--- src/rtl/final_project_soc_key_pio_in.sv ---
// Avalon-MM input PIO: synchronises and optionally debounces an external bus,
// captures edges sticky-style and raises a maskable level-sensitive irq.
module final_project_soc_key_pio_in #(
    parameter int WIDTH           = 12,
    parameter int EDGE_TYPE       = 0,
    parameter int DEBOUNCE_CYCLES = 0
) (
    input  logic             clk,
    input  logic             reset,
    input  logic [1:0]       address,
    input  logic             chipselect,
    input  logic             write_n,
    input  logic [31:0]      writedata,
    input  logic [WIDTH-1:0] in_port,
    output logic [31:0]      readdata,
    output logic             irq
);
    localparam int CW = (DEBOUNCE_CYCLES <= 1) ? 1 : $clog2(DEBOUNCE_CYCLES);

    logic [WIDTH-1:0] r_sync1;
    logic [WIDTH-1:0] r_sync2;
    logic [WIDTH-1:0] r_stable;
    logic [WIDTH-1:0] r_stableD;
    logic [WIDTH-1:0] r_edgeCapture;
    logic [WIDTH-1:0] r_irqMask;

    logic             w_wr;
    logic [WIDTH-1:0] w_rise;
    logic [WIDTH-1:0] w_fall;
    logic [WIDTH-1:0] w_edge;
    logic [WIDTH-1:0] w_clear;
    logic             w_unused;

    assign w_wr     = chipselect & ~write_n;
    assign w_clear  = (w_wr && address == 2'd3) ? writedata[WIDTH-1:0] : '0;
    assign w_unused = &{1'b0, writedata};

    always_ff @(posedge clk or posedge reset) begin
        if (reset) begin
            r_sync1 <= '0;
            r_sync2 <= '0;
        end else begin
            r_sync1 <= in_port;
            r_sync2 <= r_sync1;
        end
    end

    generate
        if (DEBOUNCE_CYCLES <= 1) begin : g_noFilter
            always_ff @(posedge clk or posedge reset) begin
                if (reset) begin
                    r_stable <= '0;
                end else begin
                    r_stable <= r_sync2;
                end
            end
        end else begin : g_filter
            logic [CW-1:0] r_cnt [WIDTH];

            // A bit must disagree with its stable value for N straight cycles to flip it.
            always_ff @(posedge clk or posedge reset) begin
                if (reset) begin
                    r_stable <= '0;
                    for (int i = 0; i < WIDTH; i++) begin
                        r_cnt[i] <= '0;
                    end
                end else begin
                    for (int i = 0; i < WIDTH; i++) begin
                        if (r_sync2[i] == r_stable[i]) begin
                            r_cnt[i] <= '0;
                        end else if (r_cnt[i] == CW'(DEBOUNCE_CYCLES - 1)) begin
                            r_stable[i] <= r_sync2[i];
                            r_cnt[i]    <= '0;
                        end else begin
                            r_cnt[i] <= r_cnt[i] + 1'b1;
                        end
                    end
                end
            end
        end
    endgenerate

    assign w_rise = r_stable & ~r_stableD;
    assign w_fall = ~r_stable & r_stableD;

    generate
        if (EDGE_TYPE == 0) begin : g_edgeRise
            assign w_edge = w_rise;
        end else if (EDGE_TYPE == 1) begin : g_edgeFall
            assign w_edge = w_fall;
        end else begin : g_edgeAny
            assign w_edge = w_rise | w_fall;
        end
    endgenerate

    // A new edge outranks a simultaneous write-1-to-clear of the same bit.
    always_ff @(posedge clk or posedge reset) begin
        if (reset) begin
            r_stableD     <= '0;
            r_edgeCapture <= '0;
            r_irqMask     <= '0;
        end else begin
            r_stableD     <= r_stable;
            r_edgeCapture <= w_edge | (r_edgeCapture & ~w_clear);
            if (w_wr && address == 2'd2) begin
                r_irqMask <= writedata[WIDTH-1:0];
            end
        end
    end

    always_comb begin
        readdata = '0;
        case (address)
            2'd0:    readdata[WIDTH-1:0] = r_stable;
            2'd2:    readdata[WIDTH-1:0] = r_irqMask;
            2'd3:    readdata[WIDTH-1:0] = r_edgeCapture;
            default: readdata = '0;
        endcase
    end

    assign irq = |(r_edgeCapture & r_irqMask);

endmodule
--- config.mk ---
export PLATFORM = sky130hd
export DESIGN_NAME = final_project_soc_key_pio_in
export DESIGN_NICKNAME = d
export VERILOG_FILES = /design/src/rtl/final_project_soc_key_pio_in.sv
export SDC_FILE = /design/constraint.sdc
export NUM_CORES = 1
export LEC_CHECK = 0
export BUFFER_PORTS_ARGS = -buffer_cell sky130_fd_sc_hd__buf_2
export CAP_MARGIN = 20
export CORE_MARGIN = 2
export CORE_UTILIZATION = 54
export CTS_CLUSTER_DIAMETER = 100
export DETAILED_ROUTE_END_ITERATION = 8
export PLACE_DENSITY = 0.84
export SLEW_MARGIN = 15
export SYNTH_ARGS = -nofsm -noshare
export SYNTH_HDL_FRONTEND = slang
export SYNTH_SLANG_ARGS = --single-unit
--- constraint.sdc ---
create_clock -name clk -period 4.2 [get_ports clk]
set_input_delay 0.21 -clock clk [delete_from_list [all_inputs] [get_ports clk]]
set_output_delay 0.21 -clock clk [all_outputs]
set_load 0.02 [all_outputs]
==> flow_summary.ini, run 1 <==
[run]
drv_cap = 0

[global_route]
grt_use_met3 = 0.05691
track_usage = 0.1841
use_met2 = 0.2783
antenna_found_initial = 0
grt_start_max_net_pins = 44
met1_usage = 0.2381
busiest_layer = met2
grt_overflow = 0
grt_pass1_vias = 1524
grt_pass1_wl_um = 7134

[sta]
tns_ns = 0
skew_ns = 0.003666
finalCritPeriodShare = 0.4534
slew_headroom = 0.3283
min_period_ns = 1.904
hold_ws_ns = 0.1218
setup_viol = 0
hold_viol = 0
rsz0062_at_grt = no
max_freq_mhz = 525.1
fin_ws_ns = 2.296
tightest_slew_ns = 1.004
slew_violations = 0

[clocking]
clockBufferDepth = 2
h-tree-depth = 3
clk_pin_slew_worst_paths_ns = 0.07
cts_tree = yes
cts_resized = 0
numCtsBuffers = 9
clk_latency_ns = 0.33
cts_setup_buffers = 0
clock_sinks = 72
clockRootBuffer = clkbuf_8

[synthesis]
synth.largest_area_cell = dfrtp_1
syn_avg_cell_area_um2 = 14.85
synthCells = 181
synth_ff_type = dfrtp_1
async_flop_share = 1.000
synth-seq-cells = 72
synth-edff-count = 0
yosysSeqAreaShare = 0.6704
ys_top_cells_by_area = dfrtp_1, a22o_1, buf_4, mux2_2, mux2_4
synth_commonest_cells = dfrtp_1, a22o_1, buf_4
synth_area_mm2 = 0.002688
yosys_warnings = 0
synth_top_area_frac = 0.6704
synth.most_common_cell = dfrtp_1
ys_types = 16

[routing]
via_per_inst = 4.911
wl_per_cell_um = 14.67
remaining_drc_errors = 0
dr.pass1.iters = 4
dr_total_vias = 1542
drtIter0Drc = 73
drt-total-wl_um = 4607
ant_nets = 0

[floorplanning]
core_mm2 = 0.004755
start_util = 0.5653
ios = 83
dieArea_mm2 = 0.005557
rows = 25
die_y_um = 74.55
die_w_um = 74.55

[critical_path]
cp.arrival_ns = 1.69
crit_slowest_cell = nor2_1
crit_family = simple AND/OR/NAND/NOR gates
path_class = input port to output pin
worstSetupStartpoint = address[0]
crit_fanout = 15
cp_cell_sequence = buf_2, nor2_1, a22o_1, buf_2
cpMostUsedCell = buf_2
critPathLaunchType = input port
critPathBufInv = 2
critical_path.max_stage_delay_ns = 0.80
reg2reg_from = r_irqMask[7]
worstSetupEndpointType = output pin
required_ns = 3.99

[power]
power.total_mw = 1.517
power.density_mw_per_mm2 = 473.0
power_leakage_nw = 1.557
irDropWorstVdd_uv = 214.6

[placed_design]
portBuffers = 42
dp_slack_ns = 2.301
dp.final_hpwl_um = 2968
routabilityCongestion = 0.7699

[hold_path]
min_from = writedata[4]
hp-class = input port to flop

[final_layout]
antenna_cells = 0
fin_util = 0.6745
multi_input_area_um2 = 725.7
seq_area_mm2 = 0.001802
nets = 292
syn_to_final_growth_pct = 19.32
final.fill_count = 369
drive_gt1_frac = 0.3360

[run_status]
status = finished, final reports clean
-- path summary, 6_finish.rpt --
check	endpoint	slack, ns	depth (start not counted)
setup / recovery	readdata[11]	2.30	4
hold / removal	r_irqMask[4]	0.12	2
setup reg to reg	r_irqMask[7]	3.40	1
hold reg to reg	r_stable[11]	0.35	0
max in group asynchronous	r_edgeCapture[9]	2.77	4
min in group asynchronous	r_stable[7]	0.49	3
-- per-layer routing --
metal | share of wire | wire length (um) | up-vias
met1 | 0.45 | 2059 | 767
met3 | 0.056 | 258 | 12
met2 | 0.47 | 2166 | 56
met4 | 0.026 | 122 | 0
li1 | - | - | 707
met5 | 0 | 0 | -
-- where the power goes --
| group | switching [mW] | internal (mW) | leakage [nW] |
|---|---|---|---|
| Sequential | 0.0367 | 0.750 | 0.815 |
| Clock | 0.231 | 0.305 | 0.103 |
| Combinational | 0.0939 | 0.101 | 0.638 |
-- repair_timing --
item,CTS,global route
hold endpoints to repair,41,0
hold buffers,13,0
setup endpoints to repair,0,0
-- layout by cell type (no fill, tap or decap) --
cell / count
conb_1: 20
dlygate4sd3_1: 13
clkbuf_1: 2
clkbuf_8: 11
inv_1: 12
nor2_1: 1
a22o_1: 27
bufinv_16: 1
a221oi_1: 3
mux2_4: 10
buf_2: 42
inv_2: 1
and4bb_4: 1
nand2_1: 12
dfrtp_1: 72
nand3_1: 1
clkinv_2: 2
mux2_2: 14
buf_4: 1
and4b_1: 1
-- area by class of cell --
class,count,area share
Sequential cell,72,0.5618
Multi-Input combinational cell,90,0.2263
Timing Repair Buffer,56,0.1085
Clock buffer,13,0.04955
Tap cell,67,0.02614
Inverter,13,0.01522
Clock inverter,3,0.01249
-- stage by stage --
step,instance area (um2),std cells
finish,3207,314
global route,3207,314
CTS,3207,314
detailed placement,2878,285
global placement,2878,285
floorplan,2759,200
-- sequential cells by signal, summed over array words and instances, names as in the netlist --
name and count:
r_stable 12, r_edgeCapture 12, r_sync1 12, r_stableD 12, r_sync2 12, r_irqMask 12
-- logic make-up after synthesis --
kind of cell / share of synthesized area
flip-flops: 0.6704
AND/OR/NAND/NOR: 0.02979
other: 0.001395
AO/OA/AOI/OAI: 0.09777
buffers and inverters: 0.08613
multiplexers: 0.1145
No activity file was read; power rests on OpenSTA's default activity.
==> run 2: changes to the inputs <==
--- a/config.mk
+++ b/config.mk
@@ -5,13 +5,14 @@
 export SDC_FILE = /design/constraint.sdc
 export NUM_CORES = 1
 export LEC_CHECK = 0
+export ABC_AREA = 1
 export BUFFER_PORTS_ARGS = -buffer_cell sky130_fd_sc_hd__buf_2
 export CAP_MARGIN = 20
 export CORE_MARGIN = 2
-export CORE_UTILIZATION = 54
+export CORE_UTILIZATION = 45
 export CTS_CLUSTER_DIAMETER = 100
 export DETAILED_ROUTE_END_ITERATION = 8
-export PLACE_DENSITY = 0.84
+export PLACE_DENSITY = 0.74
 export SLEW_MARGIN = 15
 export SYNTH_ARGS = -nofsm -noshare
 export SYNTH_HDL_FRONTEND = slang
==> constraint.sdc (replaced) <==
create_clock -name clk -period 1.6 [get_ports clk]
set_input_delay 0.08 -clock clk [delete_from_list [all_inputs] [get_ports clk]]
set_output_delay 0.08 -clock clk [all_outputs]
set_load 0.02 [all_outputs]
==> flow_summary.ini, run 2 <==
[synthesis]
synth_area_mm2 = 0.002736
synth-seq-cells = 72
ys_top_cells_by_area = dfrtp_1, nand2_1, nand3_1, buf_4, inv_1
synth.largest_area_cell = dfrtp_1
synth_ff_type = dfrtp_1
syn_avg_cell_area_um2 = 9.914
synth-edff-count = 0
synthCells = 276
async_flop_share = 1.000
synth_top_area_frac = 0.6584
ys_types = 12
synth.most_common_cell = nand2_1
yosysSeqAreaShare = 0.6584
yosys_warnings = 0
synth_commonest_cells = nand2_1, dfrtp_1, nand3_1

[floorplanning]
rows = 28
dieArea_mm2 = 0.006721
core_mm2 = 0.005886
die_w_um = 81.98
start_util = 0.4649
ios = 83
die_y_um = 81.98

[critical_path]
crit_cells = 5
required_ns = 1.52
cp.arrival_ns = 1.25
reg2reg_slack_ns = 0.95
critical_path.max_stage_delay_ns = 0.41
cpMostUsedCell = nand2_1
crit_fanout = 3
worstSetupEndpointType = output pin
worstSetupStartpoint = r_edgeCapture[9]
worstSetupEndpoint = irq
r2r_end = r_edgeCapture[9]
cp_cell_sequence = nand2_1, nand2_1, nor2_1, nand3_1, buf_2
crit_family = flip-flops
reg2reg_from = r_edgeCapture[9]
r2r_cells = 2
critPathBufInv = 1
path_class = flop to output pin
crit_slowest_cell = dfrtp_1
critPathLaunchType = flop

[hold_path]
hp-class = input port to flop
min_from = writedata[1]

[final_layout]
antenna_cells = 0
layout_common_cells = nand2_1, dfrtp_1, buf_2
drive_gt1_frac = 0.1875
final_common_cell = nand2_1
final_cells = 427
syn_to_final_growth_pct = 23.23
nets = 398

[power]
power_leakage_nw = 1.758
p_clk_frac = 0.349
irDropWorstVdd_uv = 604.2
power.density_mw_per_mm2 = 1146
intPower_mw = 2.884
p_switching_mw = 0.9810
seqPwrFrac = 0.527
comb_power_share = 0.124
power.total_mw = 3.865
sw_frac_of_total = 0.2538

[global_route]
antenna_found_initial = 0
track_usage = 0.1584
grt_start_max_net_pins = 57
grt_pass1_wl_um = 7728
grt_overflow = 0
grt_pass1_vias = 1753

[sta]
max_freq_mhz = 753.8
hold_viol = 0
setup_viol = 0
min_period_ns = 1.327
skew_ns = 0.002458
fin_ws_ns = 0.2734
finalCritPeriodShare = 0.8291
rsz0062_at_grt = no
slew_violations = 0
hold_ws_ns = 0.01074
tns_ns = 0

[clocking]
clockBufferDepth = 2
h-tree-depth = 3
clk_pin_slew_worst_paths_ns = 0.07
cts_resized = 0
numCtsBuffers = 9
clockRootBuffer = clkbuf_8
cts_tree = yes
clk_latency_ns = 0.33
clock_sinks = 72

[placed_design]
place_inst = 389
routabilityCongestion = 0.7364
portBuffers = 42
dp.final_hpwl_um = 3105
dp_slack_ns = 0.4240

[routing]
dr.pass1.iters = 4
dr_total_vias = 1894
remaining_drc_errors = 0
drtIter0Drc = 116
ant_nets = 0
via_per_inst = 4.436
wl_per_cell_um = 10.99
drt-total-wl_um = 4692

[run]
drv_cap = 0

[run_status]
status = finished, final reports clean
[run 2: changes by cell type in the layout (fill, tap and decap cells not counted), moves of 10 or more]
cell	before	now
mux2_2	14	0
dlygate4sd3_1	13	23
nand2_1	12	115
nand3_1	1	37
mux2_4	10	0
a22o_1	27	0
[run 2: per-layer routing]
metal | global-route usage | share of wire
met5 | 0 | 0
met4 | 0.09500 | 0.019
met3 | 0.04505 | 0.063
met2 | 0.2463 | 0.48
met1 | 0.1964 | 0.44
[run 2: stage by stage]
| stage | instance area [um2] | utilization |
|---|---|---|
| global route | 3372 | 0.5729 |
| finish | 3372 | 0.5729 |
| CTS | 3372 | 0.5729 |
| floorplan | 2811 | - |
| global placement | 2955 | 0.5021 |
| detailed placement | 2955 | 0.5021 |
[run 2: timing repair]
item,CTS,global route
endpoints found under the hold margin,38,0
buffers inserted,0,0
hold buffers,23,0
[run 2: power groups by stage]
stage / logic (mW) / registers (mW) / clock network, mW
after floorplan: 0.354 / 2.05 / 0
after global placement: 0.434 / 2.06 / 0
after detailed placement: 0.445 / 2.07 / 0
after CTS: 0.487 / 2.04 / 1.39
after global routing: 0.547 / 2.06 / 1.47
final: 0.478 / 2.04 / 1.35
[run 2: cells by family (layout without fill, tap and decap cells)]
| logic type | count (synthesis) | in the layout | synth area share |
|---|---|---|---|
| buffers and inverters | 44 | 101 | 0.09876 |
| other | 1 | 20 | 0.001370 |
| flip-flops | 72 | 72 | 0.6584 |
| AND/OR/NAND/NOR | 159 | 159 | 0.2414 |
[run 2: worst min path at each step]
stage                              end  slack, ns  cells past startpoint
after floorplan             r_sync1[0]       0.11                      0
after global placement      r_sync1[8]       0.08                      2
after detailed placement    r_sync2[8]        0.1                      2
after CTS                 r_irqMask[1]      0.001                      3
after global routing      r_irqMask[6]       0.02                      3
final                     r_irqMask[1]       0.01                      3
[run 2: worst min-delay path, cell delays in order]
cell	delay, ns
buf_2	0.10
nand3_1	0.07
nand2_1	0.06
[run 2: area by class of cell]
type | count | area, um2
flip-flops and latches | 72 | 1802
clock buffers | 11 | 141.4
inverters | 16 | 63.81
clock inverters | 4 | 45.04
multi-input cells | 179 | 735.7
fillers | 536 | 2514
well taps | 75 | 93.84
repair buffers | 70 | 490.5
==> run 3: changes to the inputs <==
==> constraint.sdc (replaced) <==
create_clock -name clk -period 1.1 [get_ports clk]
set_input_delay 0.055 -clock clk [delete_from_list [all_inputs] [get_ports clk]]
set_output_delay 0.055 -clock clk [all_outputs]
set_load 0.02 [all_outputs]
==> flow_summary.ini, run 3 (synthesis results as in run 2) <==
[run_status]
status = finished with violations
violations = negative setup slack

[power]
comb_power_share = 0.153
power.total_mw = 6.509
sw_frac_of_total = 0.2437
power.density_mw_per_mm2 = 1712
irDropWorstVdd_uv = 879.3
p_clk_frac = 0.392
power_leakage_nw = 1.975
seqPwrFrac = 0.455
p_switching_mw = 1.586
intPower_mw = 4.923

[sta]
tns_ns = -0.7478
hold_viol = 0
rsz0062_at_grt = yes
max_freq_mhz = 772.8
slew_violations = 0
setup_viol = 8
finalCritPeriodShare = 1.176
skew_ns = 0.006865
min_period_ns = 1.294
fin_ws_ns = -0.1940

[floorplanning]
start_util = 0.4649
core_mm2 = 0.005886
die_w_um = 81.98
ios = 83
dieArea_mm2 = 0.006721
die_y_um = 81.98
rows = 28

[routing]
wl_per_cell_um = 12.10
drt-total-wl_um = 5372
ant_nets = 0
drtIter0Drc = 135
remaining_drc_errors = 0
dr_total_vias = 2041
via_per_inst = 4.597
dr.pass1.iters = 4

[critical_path]
worstSetupEndpointType = output pin
required_ns = 1.04
cp_cell_sequence = nand2_1, nand2_1, nor2_2, nand3_2, buf_6
crit_fanout = 2
cp.arrival_ns = 1.24
critical_path.max_stage_delay_ns = 0.40
critPathLaunchType = flop
cpMostUsedCell = nand2_1
crit_slowest_cell = dfrtp_1
path_class = flop to output pin

[clocking]
numCtsBuffers = 9
clk_pin_slew_worst_paths_ns = 0.07
cts_tree = yes
clockBufferDepth = 2
clock_sinks = 72
clk_latency_ns = 0.33
clockRootBuffer = clkbuf_8
h-tree-depth = 3

[global_route]
grt_overflow = 0
track_usage = 0.1691
grt_start_max_net_pins = 73
grt_pass1_vias = 1911
antenna_found_initial = 0
grt_pass1_wl_um = 8424

[run]
drv_cap = 0

[final_layout]
layout_common_cells = nand2_1, dfrtp_1, buf_2
antenna_cells = 0
drive_gt1_frac = 0.2791
final_common_cell = nand2_1
final_area_mm2 = 0.003802
fin_util = 0.6460
nets = 414
syn_to_final_growth_pct = 38.96

[placed_design]
portBuffers = 42
place_area_mm2 = 0.002988
routabilityCongestion = 0.7492
dp.final_hpwl_um = 2988
dp_slack_ns = 0.1389

[hold_path]
hp-class = input port to flop
-- run 3: changes by cell type in the layout (fill, tap and decap cells not counted), sizes merged --
cell | before | now
buf | 47 | 62
bufinv | 1 | 3
clkinv | 3 | 1
clkinvlp | 1 | 2
dlygate4sd3 | 23 | 24
-- run 3: critical path, delay by kind of cell, from the launching register on --
family | cells | cell delay (ns)
buffers and inverters | 1 | 0.14
AND/OR/NAND/NOR | 4 | 0.37
flip-flops | 1 | 0.40
-- run 3: power by group through the flow --
stage	Combinational (mW)	Clock [mW]	Sequential, mW
6_report	0.994	2.55	2.96
5_1_grt	1.09	2.71	2.98
4_1_cts	0.892	2.62	2.95
3_5_place_dp	0.660	0	3.01
3_3_place_gp	0.645	0	3.00
2_1_floorplan	0.515	0	2.98
-- run 3: per-layer routing --
metal  global-route usage  routed length (um)
met5                    0                   0
met4              0.09167                  78
met3              0.03846                 303
met2               0.2634                2682
met1               0.2201                2308
-- run 3: stage by stage --
| step | instances | hold slack [ns] |
|---|---|---|
| 2_1_floorplan | 295 | 0.08643 |
| 4_1_cts | 441 | 0.01529 |
| 3_5_place_dp | 390 | 0.1643 |
| 6_report | 444 | 0.03930 |
| 5_1_grt | 444 | 0.02373 |
| 3_3_place_gp | 390 | 0.1624 |
-- run 3: final cells by class --
cell class              instances  area, um2
fillers                       450       2083
flip-flops and latches         72       1802
multi-input cells             179      845.8
repair buffers                 86      743.2
clock buffers                  11      151.4
clock inverters                 5      102.6
well taps                      75      93.84
inverters                      16      63.81
-- run 3: final timing paths --
path / start / endpoint / cells past startpoint / slack [ns]
worst max-delay path: r_irqMask[2] / irq / 5 / -0.19
worst min-delay path: writedata[2] / r_irqMask[2] / 3 / 0.04
worst max register to register: r_irqMask[1] / r_irqMask[1] / 4 / 0.22
worst min register to register: r_sync2[9] / r_stable[9] / 0 / 0.34
max in group asynchronous: reset / r_stableD[11] / 4 / 0.45
min in group asynchronous: reset / r_stable[0] / 4 / 0.37
-- run 3: what timing repair did --
action / CTS / global route
endpoints found under the hold margin: 95 / 0
buffers inserted: 11 / 3
setup endpoints to repair: 12 / 13
hold buffers: 24 / 0
resized for setup: 35 / 23
pin swaps: 6 / 9
